<file path="src/rtl/vga_timing_gen_pkg.sv">
// Shared timing constants and coordinate type for the VGA raster generator.
package vga_pkg;
  // 640x480 @ 60 Hz defaults
  localparam int H_ACTIVE_D = 640;
  localparam int H_FP_D     = 16;
  localparam int H_SYNC_D   = 96;
  localparam int H_BP_D     = 48;
  localparam int V_ACTIVE_D = 480;
  localparam int V_FP_D     = 10;
  localparam int V_SYNC_D   = 2;
  localparam int V_BP_D     = 33;

  localparam int H_TOTAL_D  = H_ACTIVE_D + H_FP_D + H_SYNC_D + H_BP_D;
  localparam int V_TOTAL_D  = V_ACTIVE_D + V_FP_D + V_SYNC_D + V_BP_D;
  localparam int HS_START_D = H_ACTIVE_D + H_FP_D;
  localparam int HS_END_D   = HS_START_D + H_SYNC_D;
  localparam int VS_START_D = V_ACTIVE_D + V_FP_D;
  localparam int VS_END_D   = VS_START_D + V_SYNC_D;

  localparam int CW = 10;
  typedef logic [CW-1:0] coord_t;
endpackage

</file>
<file path="src/rtl/vga_timing_gen_if.sv">
// Raster output bundle: timing generator drives, pixel logic consumes.
interface vga_timing_gen_if;
  import vga_pkg::*;
  logic   hsync_o;
  logic   vsync_o;
  logic   de_o;
  coord_t x_o;
  coord_t y_o;
  logic   line_start_o;
  logic   frame_start_o;

  modport master (output hsync_o, vsync_o, de_o, x_o, y_o, line_start_o, frame_start_o);
  modport slave  (input  hsync_o, vsync_o, de_o, x_o, y_o, line_start_o, frame_start_o);
endinterface

</file>
<file path="src/rtl/vga_timing_gen_wrap_cnt.sv">
// Modulo-N counter with synchronous clear, increment enable and terminal count.
module vga_wrap_cnt
  import vga_pkg::*;
#(
  parameter int N = 800
) (
  input  logic   clk_i,
  input  logic   rst_i,
  input  logic   clr_i,
  input  logic   inc_i,
  output coord_t cnt_o,
  output logic   tc_o
);
  localparam coord_t LAST = coord_t'(N - 1);

  coord_t cnt_d, cnt_q;

  // next count: clear wins, otherwise wrap at N-1 when enabled
  always_comb begin
    cnt_d = cnt_q;
    if (clr_i)      cnt_d = '0;
    else if (inc_i) cnt_d = (cnt_q == LAST) ? '0 : cnt_q + coord_t'(1);
  end

  // count register
  always_ff @(posedge clk_i) begin
    if (rst_i) cnt_q <= '0;
    else       cnt_q <= cnt_d;
  end

  assign cnt_o = cnt_q;
  assign tc_o  = (cnt_q == LAST);
endmodule

</file>
<file path="src/rtl/vga_timing_gen.sv">
// VGA raster timing: pixel/line counters plus registered sync, DE, coordinates
// and start strobes. Lock loss behaves like reset so the raster restarts at (0,0).
module vga_timing_gen
  import vga_pkg::*;
#(
  parameter int   H_ACTIVE    = H_ACTIVE_D,
  parameter int   H_FP        = H_FP_D,
  parameter int   H_SYNC      = H_SYNC_D,
  parameter int   H_BP        = H_BP_D,
  parameter int   V_ACTIVE    = V_ACTIVE_D,
  parameter int   V_FP        = V_FP_D,
  parameter int   V_SYNC      = V_SYNC_D,
  parameter int   V_BP        = V_BP_D,
  parameter logic SYNC_ACTIVE = 1'b0
) (
  input  logic              clk_i,
  input  logic              rst_i,
  input  logic              lock_i,
  vga_timing_gen_if.master  vga
);
  localparam int H_TOTAL = H_ACTIVE + H_FP + H_SYNC + H_BP;
  localparam int V_TOTAL = V_ACTIVE + V_FP + V_SYNC + V_BP;

  localparam coord_t HA_C = coord_t'(H_ACTIVE);
  localparam coord_t VA_C = coord_t'(V_ACTIVE);
  localparam coord_t HS_S = coord_t'(H_ACTIVE + H_FP);
  localparam coord_t HS_E = coord_t'(H_ACTIVE + H_FP + H_SYNC);
  localparam coord_t VS_S = coord_t'(V_ACTIVE + V_FP);
  localparam coord_t VS_E = coord_t'(V_ACTIVE + V_FP + V_SYNC);

  // 10-bit counters cannot represent a larger raster
  if (H_TOTAL > 1024 || V_TOTAL > 1024) begin : g_size_chk
    $error("vga_timing_gen: H_TOTAL/V_TOTAL must not exceed 1024");
  end

  logic   clr;
  coord_t h, v;
  logic   h_tc, v_tc;

  assign clr = rst_i | ~lock_i;

  vga_wrap_cnt #(.N(H_TOTAL)) u_hcnt (
    .clk_i (clk_i), .rst_i (rst_i), .clr_i (clr), .inc_i (1'b1),
    .cnt_o (h), .tc_o (h_tc)
  );

  vga_wrap_cnt #(.N(V_TOTAL)) u_vcnt (
    .clk_i (clk_i), .rst_i (rst_i), .clr_i (clr), .inc_i (h_tc),
    .cnt_o (v), .tc_o (v_tc)
  );

  logic   hsync_d, vsync_d, de_d, ls_d, fs_d;
  logic   hsync_q, vsync_q, de_q, ls_q, fs_q;
  coord_t x_d, y_d, x_q, y_q;

  // decode the current (h, v) into the values registered this edge
  always_comb begin
    hsync_d = ~SYNC_ACTIVE;
    vsync_d = ~SYNC_ACTIVE;
    de_d    = 1'b0;
    x_d     = '0;
    y_d     = '0;
    ls_d    = 1'b0;
    fs_d    = 1'b0;
    if (!clr) begin
      x_d     = h;
      y_d     = v;
      de_d    = (h < HA_C) && (v < VA_C);
      hsync_d = (h >= HS_S && h < HS_E) ? SYNC_ACTIVE : ~SYNC_ACTIVE;
      vsync_d = (v >= VS_S && v < VS_E) ? SYNC_ACTIVE : ~SYNC_ACTIVE;
      ls_d    = (h == '0);
      fs_d    = (h == '0) && (v == '0);
    end
  end

  // output registers, all aligned on the same edge
  always_ff @(posedge clk_i) begin
    if (rst_i) begin
      hsync_q <= ~SYNC_ACTIVE;
      vsync_q <= ~SYNC_ACTIVE;
      de_q    <= 1'b0;
      x_q     <= '0;
      y_q     <= '0;
      ls_q    <= 1'b0;
      fs_q    <= 1'b0;
    end else begin
      hsync_q <= hsync_d;
      vsync_q <= vsync_d;
      de_q    <= de_d;
      x_q     <= x_d;
      y_q     <= y_d;
      ls_q    <= ls_d;
      fs_q    <= fs_d;
    end
  end

  assign vga.hsync_o       = hsync_q;
  assign vga.vsync_o       = vsync_q;
  assign vga.de_o          = de_q;
  assign vga.x_o           = x_q;
  assign vga.y_o           = y_q;
  assign vga.line_start_o  = ls_q;
  assign vga.frame_start_o = fs_q;

  // v terminal count is only needed by the counter itself
  logic unused_v_tc;
  assign unused_v_tc = v_tc;
endmodule

</file>
<file path="src/flat_wrapper.sv">
// flat-port wrapper written by rule: the top's interface ports become plain ports
module vga_timing_gen_flat import vga_pkg::*;
#(
  parameter int   H_ACTIVE    = H_ACTIVE_D,
  parameter int   H_FP        = H_FP_D,
  parameter int   H_SYNC      = H_SYNC_D,
  parameter int   H_BP        = H_BP_D,
  parameter int   V_ACTIVE    = V_ACTIVE_D,
  parameter int   V_FP        = V_FP_D,
  parameter int   V_SYNC      = V_SYNC_D,
  parameter int   V_BP        = V_BP_D,
  parameter logic SYNC_ACTIVE = 1'b0
)
  (clk_i, rst_i, lock_i, vga_hsync_o, vga_vsync_o, vga_de_o, vga_x_o, vga_y_o, vga_line_start_o, vga_frame_start_o);
  vga_timing_gen_if vga_i ();
  input  logic clk_i;
  input  logic rst_i;
  input  logic lock_i;
  output wire logic [$bits(vga_i.hsync_o)-1:0] vga_hsync_o;
  output wire logic [$bits(vga_i.vsync_o)-1:0] vga_vsync_o;
  output wire logic [$bits(vga_i.de_o)-1:0] vga_de_o;
  output wire logic [$bits(vga_i.x_o)-1:0] vga_x_o;
  output wire logic [$bits(vga_i.y_o)-1:0] vga_y_o;
  output wire logic [$bits(vga_i.line_start_o)-1:0] vga_line_start_o;
  output wire logic [$bits(vga_i.frame_start_o)-1:0] vga_frame_start_o;
  assign vga_hsync_o = vga_i.hsync_o;
  assign vga_vsync_o = vga_i.vsync_o;
  assign vga_de_o = vga_i.de_o;
  assign vga_x_o = vga_i.x_o;
  assign vga_y_o = vga_i.y_o;
  assign vga_line_start_o = vga_i.line_start_o;
  assign vga_frame_start_o = vga_i.frame_start_o;
  vga_timing_gen #(.H_ACTIVE(H_ACTIVE), .H_FP(H_FP), .H_SYNC(H_SYNC), .H_BP(H_BP), .V_ACTIVE(V_ACTIVE), .V_FP(V_FP), .V_SYNC(V_SYNC), .V_BP(V_BP), .SYNC_ACTIVE(SYNC_ACTIVE)) u_core (.clk_i(clk_i), .rst_i(rst_i), .lock_i(lock_i), .vga(vga_i));
endmodule
</file>
<file path="config.mk">
export PLATFORM = sky130hd
export DESIGN_NAME = vga_timing_gen_flat
export DESIGN_NICKNAME = d
export VERILOG_FILES = /design/src/rtl/vga_timing_gen_pkg.sv /design/src/rtl/vga_timing_gen_if.sv /design/src/rtl/vga_timing_gen_wrap_cnt.sv /design/src/rtl/vga_timing_gen.sv /design/src/flat_wrapper.sv
export SDC_FILE = /design/constraint.sdc
export NUM_CORES = 1
export LEC_CHECK = 0
export CORE_UTILIZATION = 56
export DETAILED_ROUTE_END_ITERATION = 6
export PLACE_DENSITY = 0.93
export SYNTH_ARGS = -nofsm -noshare
export SYNTH_HDL_FRONTEND = slang
export SYNTH_SLANG_ARGS = --single-unit
</file>
<file path="constraint.sdc">
create_clock -name clk_i -period 4.8 [get_ports clk_i]
set_input_delay 1.2 -clock clk_i [delete_from_list [all_inputs] [get_ports clk_i]]
set_output_delay 1.2 -clock clk_i [all_outputs]
set_load 0.02 [all_outputs]
</file>
Word-level counts from Yosys, hierarchy flattened
Cells that the tools add are included.
Storage, ports and cells
  bits of input ports: 3
  logic and storage cells: 32
  output and inout port bits: 25
  bits in registers: 45
Cells by class
  order comparisons: 6
  equality and inequality tests: 2
  reductions and logical operators: 8
  multiplexer cells: 3
  add/sub/neg operators: 2
  bitwise gates (word level): 2
Operator list (number)
  adder 10 x 1 -> 10 bit (second input constant): 2
  == test 10 bit (second input constant): 2
  zero test 10 bit: 2
  < comparator 10 bit (second input constant): 2
  < comparator 10 x 9 -> 1 bit (second input constant): 2
  greater-or-equal comparator 10 bit (second input constant): 1
  greater-or-equal comparator 10 x 9 -> 1 bit (second input constant): 1
  two-way mux 10 bit: 1
  logical AND 1 bit: 4
  OR reduction 3 bit: 1
  two-way mux 1 bit: 2
  OR reduction 2 bit: 1
  NOT 1 bit: 1
  OR 1 bit: 1

Depth between registers and ports, before layout
Gate-level depths: netlist of run 1.
  depth in word-level cells: 3
  mapped depth: 7
  gate-level depth less buffers: 5

Cells and area by module
Synthesis of run 1 repeated with hierarchy kept, for this count alone.
Second synthesis, totals
  cell total of the unflattened synthesis: 180
  area, all modules: 1796.7 um^2
By module, submodules not included
  vga_timing_gen: area an instance 779.5 um^2, sequential area each 500.5 um^2, cells an instance 69, instances 1
  vga_wrap_cnt (u_core.u_hcnt): area an instance 539.3 um^2, sequential area each 200.2 um^2, cells an instance 58, instances 1
  vga_wrap_cnt (u_core.u_vcnt): area an instance 478.0 um^2, sequential area each 200.2 um^2, cells an instance 53, instances 1

Least setup slack after synthesis of run 1
OpenSTA, ideal clock, no wires.
  path kind: flip-flop to flip-flop
  from: register u_core.u_hcnt.cnt_q[5] (netlist: u_core.u_hcnt.cnt_o[5])
  to: register u_core.u_vcnt.cnt_q[9] (netlist: u_core.u_vcnt.cnt_o[9])
  arrival time: 2.021 ns
  setup slack: 2.712 ns
  period minus slack after synthesis: 2.088 ns
  data required time: 4.734 ns
  stages on the path, launching flop included: 7
  path through: dfxtp_1 buf_6 or4b_1 buf_2 or4_4 or3_1 a21oi_2
On the way
  word-level cells in the longest chain between the ends: 1
Ends and longest elaborated chain
  start: declaration: line vga_timing_gen_wrap_cnt.sv:16  | coord_t cnt_d, cnt_q;
  start signal: assignment: line vga_timing_gen_wrap_cnt.sv:28  | else cnt_q <= cnt_d;
  == test 10 bit: line vga_timing_gen_wrap_cnt.sv:32  | assign tc_o = (cnt_q == LAST);
  end signal: assignment: line vga_timing_gen_wrap_cnt.sv:28
  end: declaration: line vga_timing_gen_wrap_cnt.sv:16
Every way passes these cells.
A chain may end at the register's enable or synchronous reset.

Final worst setup path of run 1
  from: register u_core.y_q[6] (netlist: u_core.vga.y_o[6])
  to: output port vga_y_o[6]
RTL lines
  start: declaration: line vga_timing_gen.sv:54  | coord_t x_d, y_d, x_q, y_q;
  start signal: assignment: line vga_timing_gen.sv:91  | y_q <= y_d;
  end: declaration: line flat_wrapper.sv:23  | output wire logic [$bits(vga_i.y_o)-1:0] vga_y_o;
No word-level cell between the ends.

==> results.sh, run 1 <==
export IMPL_run_status="finished with violations"
export IMPL_failed_checks="DRC"
export IMPL_routabilityCongestion=0.812
export IMPL_synth_area_um2=1730
export IMPL_globalRoute_totalOverflow=0
export IMPL_crit_path_top_delay_cell="sky130_fd_sc_hd__clkdlybuf4s50_1"
export IMPL_timing_critical_path_from_type="flop"
export IMPL_vias_in_the_first_global_route=1242
export IMPL_min_period_ns=2.49
export IMPL_cp_startpoint="u_core.vga.y_o[6]$_SDFF_PP0_"
export IMPL_place_port_buffers=27
export IMPL_timing_fmax_mhz=402
export IMPL_via_per_inst=5.54
export IMPL_ios=28
export IMPL_postSynthAreaPerCell_um2=9.80
export IMPL_ys_seq_elements=45
export IMPL_timing_critical_path_buf_inv=1
export IMPL_crit_path_end_kind="output pin"
export IMPL_ant_nets=0
export IMPL_master_cell_of_the_clock_root_buffer="sky130_fd_sc_hd__clkbuf_4"
export IMPL_p_switching_uw=124
export IMPL_tritoncts="yes"
export IMPL_critical_setup_path_kind="flop to output pin"
export IMPL_crit_path_max_fanout=1
export IMPL_tightestPinTransition_ns=0.431
export IMPL_irDropWorstVdd_mv=0.246
export IMPL_global_route_usage_total_pct=21.9
export IMPL_switching_share_pct=19.6
export IMPL_most_common_layout_cells="sky130_fd_sc_hd__dfxtp_1, sky130_fd_sc_hd__clkdlybuf4s50_1, sky130_fd_sc_hd__nor2_1"
export IMPL_critical_path_required_ns=3.60
export IMPL_timing_slew_headroom_pct=71.1
export IMPL_floorplan_initialDensity_pct=61.0
export IMPL_worst_path_cell_trace="clkdlybuf4s50_1"
export IMPL_cts_max_path_buffers=2
export IMPL_post_dp_cell_area_um2=1970
export IMPL_final_max_slew_violation_count=0
export IMPL_internal_power_uw=508
export IMPL_synth_largest_area_cell="sky130_fd_sc_hd__dfxtp_1"
export IMPL_syn_inst=176
export IMPL_post_layout_total_power_uw=632
export IMPL_yosysSeqAreaShare_pct=52.2
export IMPL_holdCritPathClass="flop to flop"
export IMPL_post_cts_resize_count=0
export IMPL_final_net_count=209
export IMPL_p_leak_nw=0.725
export IMPL_setup_viol=0
export IMPL_die_area_um2=3310
export IMPL_cp_arrival_ns=1.29
export IMPL_coreArea_um2=2830
export IMPL_final_hold_viol_count=0
export IMPL_cts_sinks=45
export IMPL_netlist_top_cells_area="sky130_fd_sc_hd__dfxtp_1, sky130_fd_sc_hd__and2_1, sky130_fd_sc_hd__nor2_1, sky130_fd_sc_hd__xnor2_1, sky130_fd_sc_hd__ha_1"
export IMPL_std_cell_rows=19
export IMPL_clkTransAtPathRegs_ns=0.12
export IMPL_comb_power_share_pct=2.9
export IMPL_insertion_delay_ns=0.35
export IMPL_asr_flop_ratio_synth_pct=0
export IMPL_h_tree_depth=2
export IMPL_worst_path_largest_cell_delay_ns=0.61
export IMPL_edff_count_synth=0
export IMPL_critical_path_top_delay_family="buffers and inverters"
export IMPL_rsz0062_at_grt="no"
export IMPL_syn_nets=183
export IMPL_layout_commonest_cell="sky130_fd_sc_hd__dfxtp_1"
export IMPL_die_h_um=57.5
export IMPL_route_detailed_wl_per_inst_um=13.5
export IMPL_synthFlopType="sky130_fd_sc_hd__dfxtp_1"
export IMPL_r2r_start="u_core.u_hcnt.cnt_o[8]$_SDFF_PP0_"
export IMPL_die_x_um=57.5
export IMPL_seqPwrFrac_pct=59.7
export IMPL_area_growth_synth_to_final_pct=19.2
export IMPL_pwr_share_clk_pct=37.4
export IMPL_tritoncts_num_buffers=5
export IMPL_numPlacedInstances=226
export IMPL_grt_start_max_net_pins=20
export IMPL_drt_pass1_iterations=7
export IMPL_post_cts_hold_buffer_count=0
export IMPL_antenna_found_initial=0
export IMPL_timing_setup_tns_ns=0
export IMPL_worstHoldStart="u_core.u_hcnt.cnt_o[0]$_SDFF_PP0_"
export IMPL_finish_instance_area_um2=2060
export IMPL_final_layout_size_suffix_gt1_share_pct=6.40
export IMPL_detail_route_wirelength_um=3160
export IMPL_dp_hpwl_um=2180
export IMPL_filler_cell_count=190
export IMPL_final_period_utilization_pct=51.8
export IMPL_n_antenna_cell=0
export IMPL_power_density_nw_per_um2=307
export IMPL_drt_drc_violations_left=3
export IMPL_first_pass_grt_wire_length_um=5450
export IMPL_yosys_area_top_type_share_pct=52.2
export IMPL_fin_cells=234
export IMPL_yosysUniqueCellTypes=32
export IMPL_cts_post_setup_buffers_inserted=0
export IMPL_cap_violations=0
export IMPL_timing_clock_skew_ns=0.00511
export IMPL_ys_warn_count=0
export IMPL_detailroute_via_count=1296
export IMPL_number_of_drc_violations_after_detailed_routing_iteration_0=50
-- cells in the mapped netlist (2+ instances only) --
master and instances:
sky130_fd_sc_hd__nor4_1 6, sky130_fd_sc_hd__nand3_1 9, sky130_fd_sc_hd__nand4_1 4, sky130_fd_sc_hd__and3_1 4, sky130_fd_sc_hd__buf_6 4, sky130_fd_sc_hd__clkbuf_1 2
sky130_fd_sc_hd__xnor2_1 7, sky130_fd_sc_hd__o21ai_0 5, sky130_fd_sc_hd__dfxtp_1 45, sky130_fd_sc_hd__ha_1 4, sky130_fd_sc_hd__nand3b_1 2, sky130_fd_sc_hd__a21oi_1 3
sky130_fd_sc_hd__inv_1 6, sky130_fd_sc_hd__xor2_1 5, sky130_fd_sc_hd__buf_2 2, sky130_fd_sc_hd__nor4b_1 2, sky130_fd_sc_hd__nand2_1 7, sky130_fd_sc_hd__nor3_1 4
sky130_fd_sc_hd__and2_1 16, sky130_fd_sc_hd__nor2_1 22, sky130_fd_sc_hd__or3_1 5, sky130_fd_sc_hd__mux2i_1 2
-- path summary, 6_finish.rpt --
check / slack, ns / end / cells after the start
max: 2.31 / vga_y_o[6] / 1
max reg2reg: 2.52 / u_core.u_vcnt.cnt_o[0]$_SDFFE_PP0N_ / 4
min reg2reg: 0.51 / u_core.u_hcnt.cnt_o[0]$_SDFF_PP0_ / 1
min: 0.51 / u_core.u_hcnt.cnt_o[0]$_SDFF_PP0_ / 1
-- power groups by stage --
stage / clock, mW / sequential (mW) / combinational [mW]
after global placement: 0 / 0.386 / 0.0176
after CTS: 0.241 / 0.377 / 0.0185
after floorplan: 0 / 0.388 / 0.00868
final: 0.236 / 0.377 / 0.0184
after global routing: 0.259 / 0.378 / 0.0202
after detailed placement: 0 / 0.386 / 0.0182
-- kinds of logic after synthesis --
group | Yosys count | synth area share, %
buffers and inverters | 15 | 5.37
muxes | 3 | 1.81
DFF | 45 | 52.2
xor gates and xnor gates | 12 | 6.09
adders and majority gates | 4 | 2.90
and+or+nand+nor | 87 | 27.6
AOI/OAI and AO/OA | 10 | 4.06
-- per-stage QoR --
step           util [%]  setup slack [ns]  hold slack, ns
2_1_floorplan         -              2.71           0.437
3_3_place_gp       69.7              2.13           0.458
3_5_place_dp       69.7              2.06           0.480
4_1_cts            72.7              2.29           0.510
5_1_grt            72.7              2.21           0.531
6_report           72.7              2.31           0.511
-- metal layers --
| metal | up-vias | global-route usage [%] | part of all wire (%) |
|---|---|---|---|
| li1 | 644 | - | - |
| met5 | - | 0 | 0 |
| met4 | 0 | 10.5 | 1.8 |
| met1 | 592 | 26.0 | 44 |
| met2 | 53 | 36.0 | 48 |
| met3 | 7 | 6.58 | 6.1 |
-- state kept, by name, summed over array words and instances (netlist names) --
name / flops
u_core.u_vcnt.cnt_o: 10
u_core.vga.x_o: 10
u_core.vga.vsync_o: 1
u_core.vga.frame_start_o: 1
u_core.vga.hsync_o: 1
u_core.u_hcnt.cnt_o: 10
u_core.vga.de_o: 1
u_core.vga.line_start_o: 1
u_core.vga.y_o: 10
-- layout make-up --
class,count,area [µm²],share of cell area (%)
sequential,45,901,43.8
multi-input combinational,116,732,35.6
clock buffer,7,55.1,2.68
timing repair buffer,28,278,13.5
clock inverter,1,30.0,1.46
tap,31,38.8,1.89
inverter,6,22.5,1.09
No activity file was read; power rests on OpenSTA's default activity.
==> run 2, diff against run 1 <==
--- a/config.mk
+++ b/config.mk
@@ -5,9 +5,9 @@
 export SDC_FILE = /design/constraint.sdc
 export NUM_CORES = 1
 export LEC_CHECK = 0
-export CORE_UTILIZATION = 56
+export CORE_UTILIZATION = 52
 export DETAILED_ROUTE_END_ITERATION = 6
-export PLACE_DENSITY = 0.93
+export PLACE_DENSITY = 0.88
 export SYNTH_ARGS = -nofsm -noshare
 export SYNTH_HDL_FRONTEND = slang
 export SYNTH_SLANG_ARGS = --single-unit
==> constraint.sdc (replaced) <==
create_clock -name clk_i -period 2.5 [get_ports clk_i]
set_input_delay 0.625 -clock clk_i [delete_from_list [all_inputs] [get_ports clk_i]]
set_output_delay 0.625 -clock clk_i [all_outputs]
set_load 0.02 [all_outputs]
==> run 2 against run 1 <==
Effect of this change: the flow now finishes without violations; sequential share of layout area grew 0.053 points; count of clock-buffer cells in the layout shrank 1; non-clock buffer count grew 2; combinational power grew 100%; clock power grew 36%; first-iteration DRC count shrank 34%; global-route usage shrank 0.39 points; wire length grew 2.6%; critical endpoint is now u_core.u_vcnt.cnt_o[2]$_SDFFE_PP0N_; largest cell class unchanged; largest power group unchanged; highest routed layer unchanged.
==> results.sh, run 2 (synthesized netlist as in run 1, its figures left out) <==
export IMPL_fin_cells=249
export IMPL_ios=28
export IMPL_most_common_layout_cells="sky130_fd_sc_hd__dfxtp_1, sky130_fd_sc_hd__clkdlybuf4s50_1, sky130_fd_sc_hd__nor2_1"
export IMPL_final_hold_viol_count=0
export IMPL_drt_pass1_iterations=4
export IMPL_cp_arrival_ns=2.54
export IMPL_run_status="completed"
export IMPL_hold_worst_slack_ns=0.511
export IMPL_critical_setup_path_kind="flop to flop"
export IMPL_setup_ws_ns=0.200
export IMPL_detail_route_wirelength_um=3240
export IMPL_min_delay_path_depth=1
export IMPL_drt_drc_violations_left=0
export IMPL_die_area_um2=3550
export IMPL_post_dp_cell_area_um2=2000
export IMPL_layout_commonest_cell="sky130_fd_sc_hd__dfxtp_1"
export IMPL_route_detailed_wl_per_inst_um=13.0
export IMPL_first_pass_grt_wire_length_um=5520
export IMPL_tritoncts="yes"
export IMPL_holdCritPathClass="flop to flop"
export IMPL_h_tree_depth=2
export IMPL_die_x_um=59.6
export IMPL_pre_cts_ws_ns=0.251
export IMPL_timing_reg2reg_setup_slack_ns=0.20
export IMPL_tightestPinTransition_ns=0.456
export IMPL_clkTransAtPathRegs_ns=0.12
export IMPL_crit_path_max_fanout=9
export IMPL_n_antenna_cell=0
export IMPL_timing_slew_headroom_pct=69.6
export IMPL_global_route_usage_total_pct=21.5
export IMPL_die_h_um=59.6
export IMPL_final_period_utilization_pct=92.0
export IMPL_post_cts_resize_count=0
export IMPL_cts_max_path_buffers=2
export IMPL_numPlacedInstances=241
export IMPL_worst_r2r_endpoint="u_core.u_vcnt.cnt_o[2]$_SDFFE_PP0N_"
export IMPL_detailroute_via_count=1345
export IMPL_global_route_met1_utilization_pct=25.2
export IMPL_critical_path_top_delay_family="simple AND/OR/NAND/NOR gates"
export IMPL_rsz0062_at_grt="no"
export IMPL_final_layout_size_suffix_gt1_share_pct=7.32
export IMPL_timing_fmax_mhz=435
export IMPL_vias_in_the_first_global_route=1240
export IMPL_floorplan_initialDensity_pct=55.6
export IMPL_routabilityCongestion=0.898
export IMPL_tritoncts_num_buffers=5
export IMPL_worst_path_largest_cell_delay_ns=0.68
export IMPL_worstHoldStart="u_core.u_hcnt.cnt_o[0]$_SDFF_PP0_"
export IMPL_grt_busiest_layer="met2"
export IMPL_cts_post_setup_buffers_inserted=0
export IMPL_place_port_buffers=27
export IMPL_timing_critical_path_buf_inv=0
export IMPL_grt_met2_usage_pct=35.5
export IMPL_groute_layer_met3_usage_pct=6.77
export IMPL_dp_hpwl_um=2310
export IMPL_post_cts_hold_buffer_count=0
export IMPL_cts_sinks=45
export IMPL_cap_violations=0
export IMPL_p_leak_nw=0.721
export IMPL_globalRoute_totalOverflow=0
export IMPL_insertion_delay_ns=0.35
export IMPL_master_cell_of_the_clock_root_buffer="sky130_fd_sc_hd__clkbuf_4"
export IMPL_grt_start_max_net_pins=14
export IMPL_number_of_drc_violations_after_detailed_routing_iteration_0=33
export IMPL_antenna_found_initial=0
export IMPL_irDropWorstVdd_mv=0.398
export IMPL_timing_setup_tns_ns=0
export IMPL_crit_path_top_delay_cell="sky130_fd_sc_hd__or4b_1"
export IMPL_timing_critical_path_from_type="flop"
export IMPL_power_density_nw_per_um2=526
export IMPL_area_growth_synth_to_final_pct=19.1
export IMPL_ant_nets=0
export IMPL_timing_clock_skew_ns=0.00946
export IMPL_critical_path_required_ns=2.74
export IMPL_std_cell_rows=20
export IMPL_final_max_slew_violation_count=0
export IMPL_coreArea_um2=3100
export IMPL_r2r_start="u_core.u_hcnt.cnt_o[7]$_SDFF_PP0_"
export IMPL_via_per_inst=5.40
export IMPL_min_period_ns=2.30
export IMPL_finish_instance_area_um2=2050
export IMPL_crit_path_end_kind="flop"
export IMPL_setup_viol=0
export IMPL_timing_hold_worst_endpoint="u_core.u_hcnt.cnt_o[0]$_SDFF_PP0_"
export IMPL_r2r_worst_path_cells=4
export IMPL_final_net_count=211
export IMPL_worst_path_cell_trace="or4b_1 > or3_1 > o31ai_4 > nor2_1"
run 2: changes by cell type in the layout (fill, tap and decap cells not counted), sizes merged:
cell / previous run / this run
buf: 1 / 3
bufinv: 1 / 0
clkbuf: 7 / 6
clkinv: 0 / 2
run 2: per-stage QoR:
step / utilization, % / total power [mW]
6_report: 66.2 / 1.08
4_1_cts: 66.2 / 1.09
3_5_place_dp: 64.6 / 0.777
3_3_place_gp: 64.6 / 0.776
5_1_grt: 66.2 / 1.12
2_1_floorplan: - / 0.761
run 2: area by class of cell:
cell class / instances / area [µm²]
fill: 273 / 1050
sequential: 45 / 901
multi-input combinational: 116 / 732
timing repair buffer: 30 / 293
tap: 44 / 55.1
clock buffer: 6 / 41.3
inverter: 6 / 22.5
clock inverter: 2 / 10.0
run 2: worst register-to-register path, stage by stage, from the launching register on:
cell and delay, ns:
sky130_fd_sc_hd__dfxtp_1 0.39, sky130_fd_sc_hd__or4b_1 0.68, sky130_fd_sc_hd__or3_1 0.50, sky130_fd_sc_hd__o31ai_4 0.51, sky130_fd_sc_hd__nor2_1 0.11
run 2: worst max path at each step:
stage,from,endpoint,slack [ns],cells after the start
5_1_grt,u_core.u_hcnt.cnt_o[8]$_SDFF_PP0_,u_core.u_vcnt.cnt_o[0]$_SDFFE_PP0N_,0.11,4
2_1_floorplan,u_core.u_hcnt.cnt_o[5]$_SDFF_PP0_,u_core.u_vcnt.cnt_o[9]$_SDFFE_PP0N_,0.41,6
4_1_cts,u_core.u_hcnt.cnt_o[7]$_SDFF_PP0_,u_core.u_vcnt.cnt_o[9]$_SDFFE_PP0N_,0.23,4
6_report,u_core.u_hcnt.cnt_o[7]$_SDFF_PP0_,u_core.u_vcnt.cnt_o[2]$_SDFFE_PP0N_,0.20,4
3_5_place_dp,u_core.u_hcnt.cnt_o[8]$_SDFF_PP0_,u_core.u_vcnt.cnt_o[2]$_SDFFE_PP0N_,0.25,4
3_3_place_gp,u_core.u_hcnt.cnt_o[7]$_SDFF_PP0_,u_core.u_vcnt.cnt_o[2]$_SDFFE_PP0N_,0.34,4
run 2: layer usage:
metal / vias to the layer above / part of all wire (%)
li1: 645 / -
met1: 625 / 43
met2: 67 / 49
met3: 8 / 6.2
met4: 0 / 1.7
met5: - / 0
run 2: power by group:
part	switching, mW	internal, mW
sequential	0.00272	0.722
clock	0.213	0.107
combinational	0.0212	0.0158
total	0.237	0.845
==> run 3, diff against run 2 <==
--- a/config.mk
+++ b/config.mk
@@ -8,6 +8,7 @@
 export CORE_UTILIZATION = 52
 export DETAILED_ROUTE_END_ITERATION = 6
 export PLACE_DENSITY = 0.88
+export RECOVER_POWER = 100
 export SYNTH_ARGS = -nofsm -noshare
 export SYNTH_HDL_FRONTEND = slang
 export SYNTH_SLANG_ARGS = --single-unit
==> run 3 against run 2 <==
Effect of this change: clock skew fell by 0.00084 ns; register-to-register slack lost 0.04 ns; first-iteration DRC count grew 21%; cell count unchanged; sequential share of layout area up 0.32 points; via count fell by 1.6%; power down 0.39%; setup slack worse by 0.040 ns.
==> results.sh, run 3 (synthesized netlist as in run 1, its figures left out) <==
export IMPL_vias_in_the_first_global_route=1240
export IMPL_final_max_slew_violation_count=0
export IMPL_timing_reg2reg_setup_slack_ns=0.16
export IMPL_tritoncts="yes"
export IMPL_most_common_layout_cells="sky130_fd_sc_hd__dfxtp_1, sky130_fd_sc_hd__dlygate4sd3_1, sky130_fd_sc_hd__nor2_1"
export IMPL_drt_drc_violations_left=0
export IMPL_area_growth_synth_to_final_pct=18.2
export IMPL_timing_critical_path_buf_inv=0
export IMPL_number_of_drc_violations_after_detailed_routing_iteration_0=40
export IMPL_final_period_utilization_pct=93.6
export IMPL_routabilityCongestion=0.898
export IMPL_tritoncts_num_buffers=5
export IMPL_grt_start_max_net_pins=14
export IMPL_globalRoute_totalOverflow=0
export IMPL_p_leak_nw=0.775
export IMPL_ios=28
export IMPL_global_route_usage_total_pct=21.5
export IMPL_cts_sinks=45
export IMPL_timing_slew_headroom_pct=68.3
export IMPL_cts_max_path_buffers=2
export IMPL_critical_path_top_delay_family="simple AND/OR/NAND/NOR gates"
export IMPL_drt_pass1_iterations=4
export IMPL_layout_commonest_cell="sky130_fd_sc_hd__dfxtp_1"
export IMPL_holdCritPathClass="flop to flop"
export IMPL_min_period_ns=2.34
export IMPL_clkTransAtPathRegs_ns=0.12
export IMPL_final_layout_size_suffix_gt1_share_pct=5.37
export IMPL_timing_critical_path_from_type="flop"
export IMPL_final_net_count=211
export IMPL_global_route_met1_utilization_pct=25.2
export IMPL_run_status="completed"
export IMPL_rsz0062_at_grt="no"
export IMPL_final_hold_viol_count=0
export IMPL_coreArea_um2=3100
export IMPL_r2r_worst_path_cells=4
export IMPL_route_detailed_wl_per_inst_um=12.9
export IMPL_groute_layer_met3_usage_pct=6.77
export IMPL_worst_path_largest_cell_delay_ns=0.66
export IMPL_grt_met2_usage_pct=35.5
export IMPL_power_density_nw_per_um2=528
export IMPL_timing_setup_tns_ns=0
export IMPL_cap_violations=0
export IMPL_min_delay_path_depth=2
export IMPL_n_antenna_cell=0
export IMPL_setup_viol=0
export IMPL_post_cts_hold_buffer_count=0
export IMPL_post_cts_resize_count=0
export IMPL_crit_path_max_fanout=7
export IMPL_detail_route_wirelength_um=3200
export IMPL_critical_setup_path_kind="flop to flop"
export IMPL_timing_hold_worst_endpoint="u_core.vga.x_o[1]$_SDFF_PP0_"
export IMPL_die_area_um2=3550
export IMPL_h_tree_depth=2
export IMPL_place_port_buffers=27
export IMPL_critical_path_required_ns=2.79
export IMPL_irDropWorstVdd_mv=0.396
export IMPL_worst_path_cell_trace="or4b_1 > or4_1 > or3_1 > a21oi_2"
export IMPL_first_pass_grt_wire_length_um=5520
export IMPL_die_h_um=59.6
export IMPL_antenna_found_initial=0
export IMPL_crit_path_top_delay_cell="sky130_fd_sc_hd__or4b_1"
export IMPL_insertion_delay_ns=0.35
export IMPL_tightestPinTransition_ns=0.475
export IMPL_die_x_um=59.6
export IMPL_timing_fmax_mhz=427
export IMPL_utilization_pct=65.7
export IMPL_grt_busiest_layer="met2"
export IMPL_floorplan_initialDensity_pct=55.6
export IMPL_via_per_inst=5.32
export IMPL_dp_hpwl_um=2310
export IMPL_r2r_start="u_core.u_hcnt.cnt_o[7]$_SDFF_PP0_"
export IMPL_cts_post_setup_buffers_inserted=0
export IMPL_crit_path_end_kind="flop"
export IMPL_worstHoldStart="u_core.u_hcnt.cnt_o[1]$_SDFF_PP0_"
export IMPL_filler_cell_count=277
export IMPL_cp_arrival_ns=2.63
export IMPL_detailroute_via_count=1324
export IMPL_master_cell_of_the_clock_root_buffer="sky130_fd_sc_hd__clkbuf_4"
export IMPL_worst_r2r_endpoint="u_core.u_vcnt.cnt_o[9]$_SDFFE_PP0N_"
export IMPL_std_cell_rows=20
export IMPL_ant_nets=0
export IMPL_timing_clock_skew_ns=0.00861
-- run 3: cell types whose count changed in the layout (fill, tap and decap cells not counted), sizes merged --
cell / before / now
buf: 3 / 0
clkdlybuf4s50: 27 / 1
dlygate4sd3: 0 / 26
clkbuf: 6 / 9
-- run 3: worst register-to-register path: stages (launching register included) --
cell and delay [ns]:
sky130_fd_sc_hd__dfxtp_1 0.39, sky130_fd_sc_hd__or4b_1 0.66, sky130_fd_sc_hd__or4_1 0.65, sky130_fd_sc_hd__or3_1 0.43, sky130_fd_sc_hd__a21oi_2 0.16
-- run 3: layout make-up --
cell class                 instances  area (µm²)  area share, %
sequential                        45         901           44.2
tap                               44        55.1           2.70
timing repair buffer              30         282           13.8
clock inverter                     2        10.0          0.491
inverter                           6        22.5           1.10
clock buffer                       6        41.3           2.02
multi-input combinational        116         728           35.7
-- run 3: metrics by stage --
step | worst slack (ns) | hold slack [ns] | instances | power (mW) | area (µm²)
finish | 0.161 | 0.515 | 249 | 1.08 | 2040
global route | 0.0835 | 0.532 | 249 | 1.12 | 2040
CTS | 0.225 | 0.515 | 249 | 1.09 | 2050
detailed placement | 0.251 | 0.481 | 241 | 0.777 | 2000
global placement | 0.336 | 0.453 | 241 | 0.776 | 2000
floorplan | 0.412 | 0.437 | 176 | 0.761 | 1730
-- run 3: worst max-delay path by stage --
stage,cells after the start,from,slack [ns],to
final,4,u_core.u_hcnt.cnt_o[7]$_SDFF_PP0_,0.16,u_core.u_vcnt.cnt_o[9]$_SDFFE_PP0N_
after global routing,4,u_core.u_hcnt.cnt_o[8]$_SDFF_PP0_,0.08,u_core.u_vcnt.cnt_o[9]$_SDFFE_PP0N_
after CTS,4,u_core.u_hcnt.cnt_o[7]$_SDFF_PP0_,0.23,u_core.u_vcnt.cnt_o[9]$_SDFFE_PP0N_
after detailed placement,4,u_core.u_hcnt.cnt_o[8]$_SDFF_PP0_,0.25,u_core.u_vcnt.cnt_o[2]$_SDFFE_PP0N_
after global placement,4,u_core.u_hcnt.cnt_o[7]$_SDFF_PP0_,0.34,u_core.u_vcnt.cnt_o[2]$_SDFFE_PP0N_
after floorplan,6,u_core.u_hcnt.cnt_o[5]$_SDFF_PP0_,0.41,u_core.u_vcnt.cnt_o[9]$_SDFFE_PP0N_
-- run 3: per-layer routing --
| metal | up-vias | wire (µm) |
|---|---|---|
| li1 | 647 | - |
| met1 | 616 | 1380 |
| met2 | 51 | 1550 |
| met3 | 10 | 187 |
| met4 | 0 | 83 |
| met5 | - | 0 |
-- run 3: power by group --
group | internal, mW | leakage (nW) | switching, mW | total [mW]
registers | 0.722 | 0.363 | 0.00261 | 0.724
logic | 0.0127 | 0.379 | 0.0212 | 0.0340
clock network | 0.107 | 0.0320 | 0.212 | 0.319
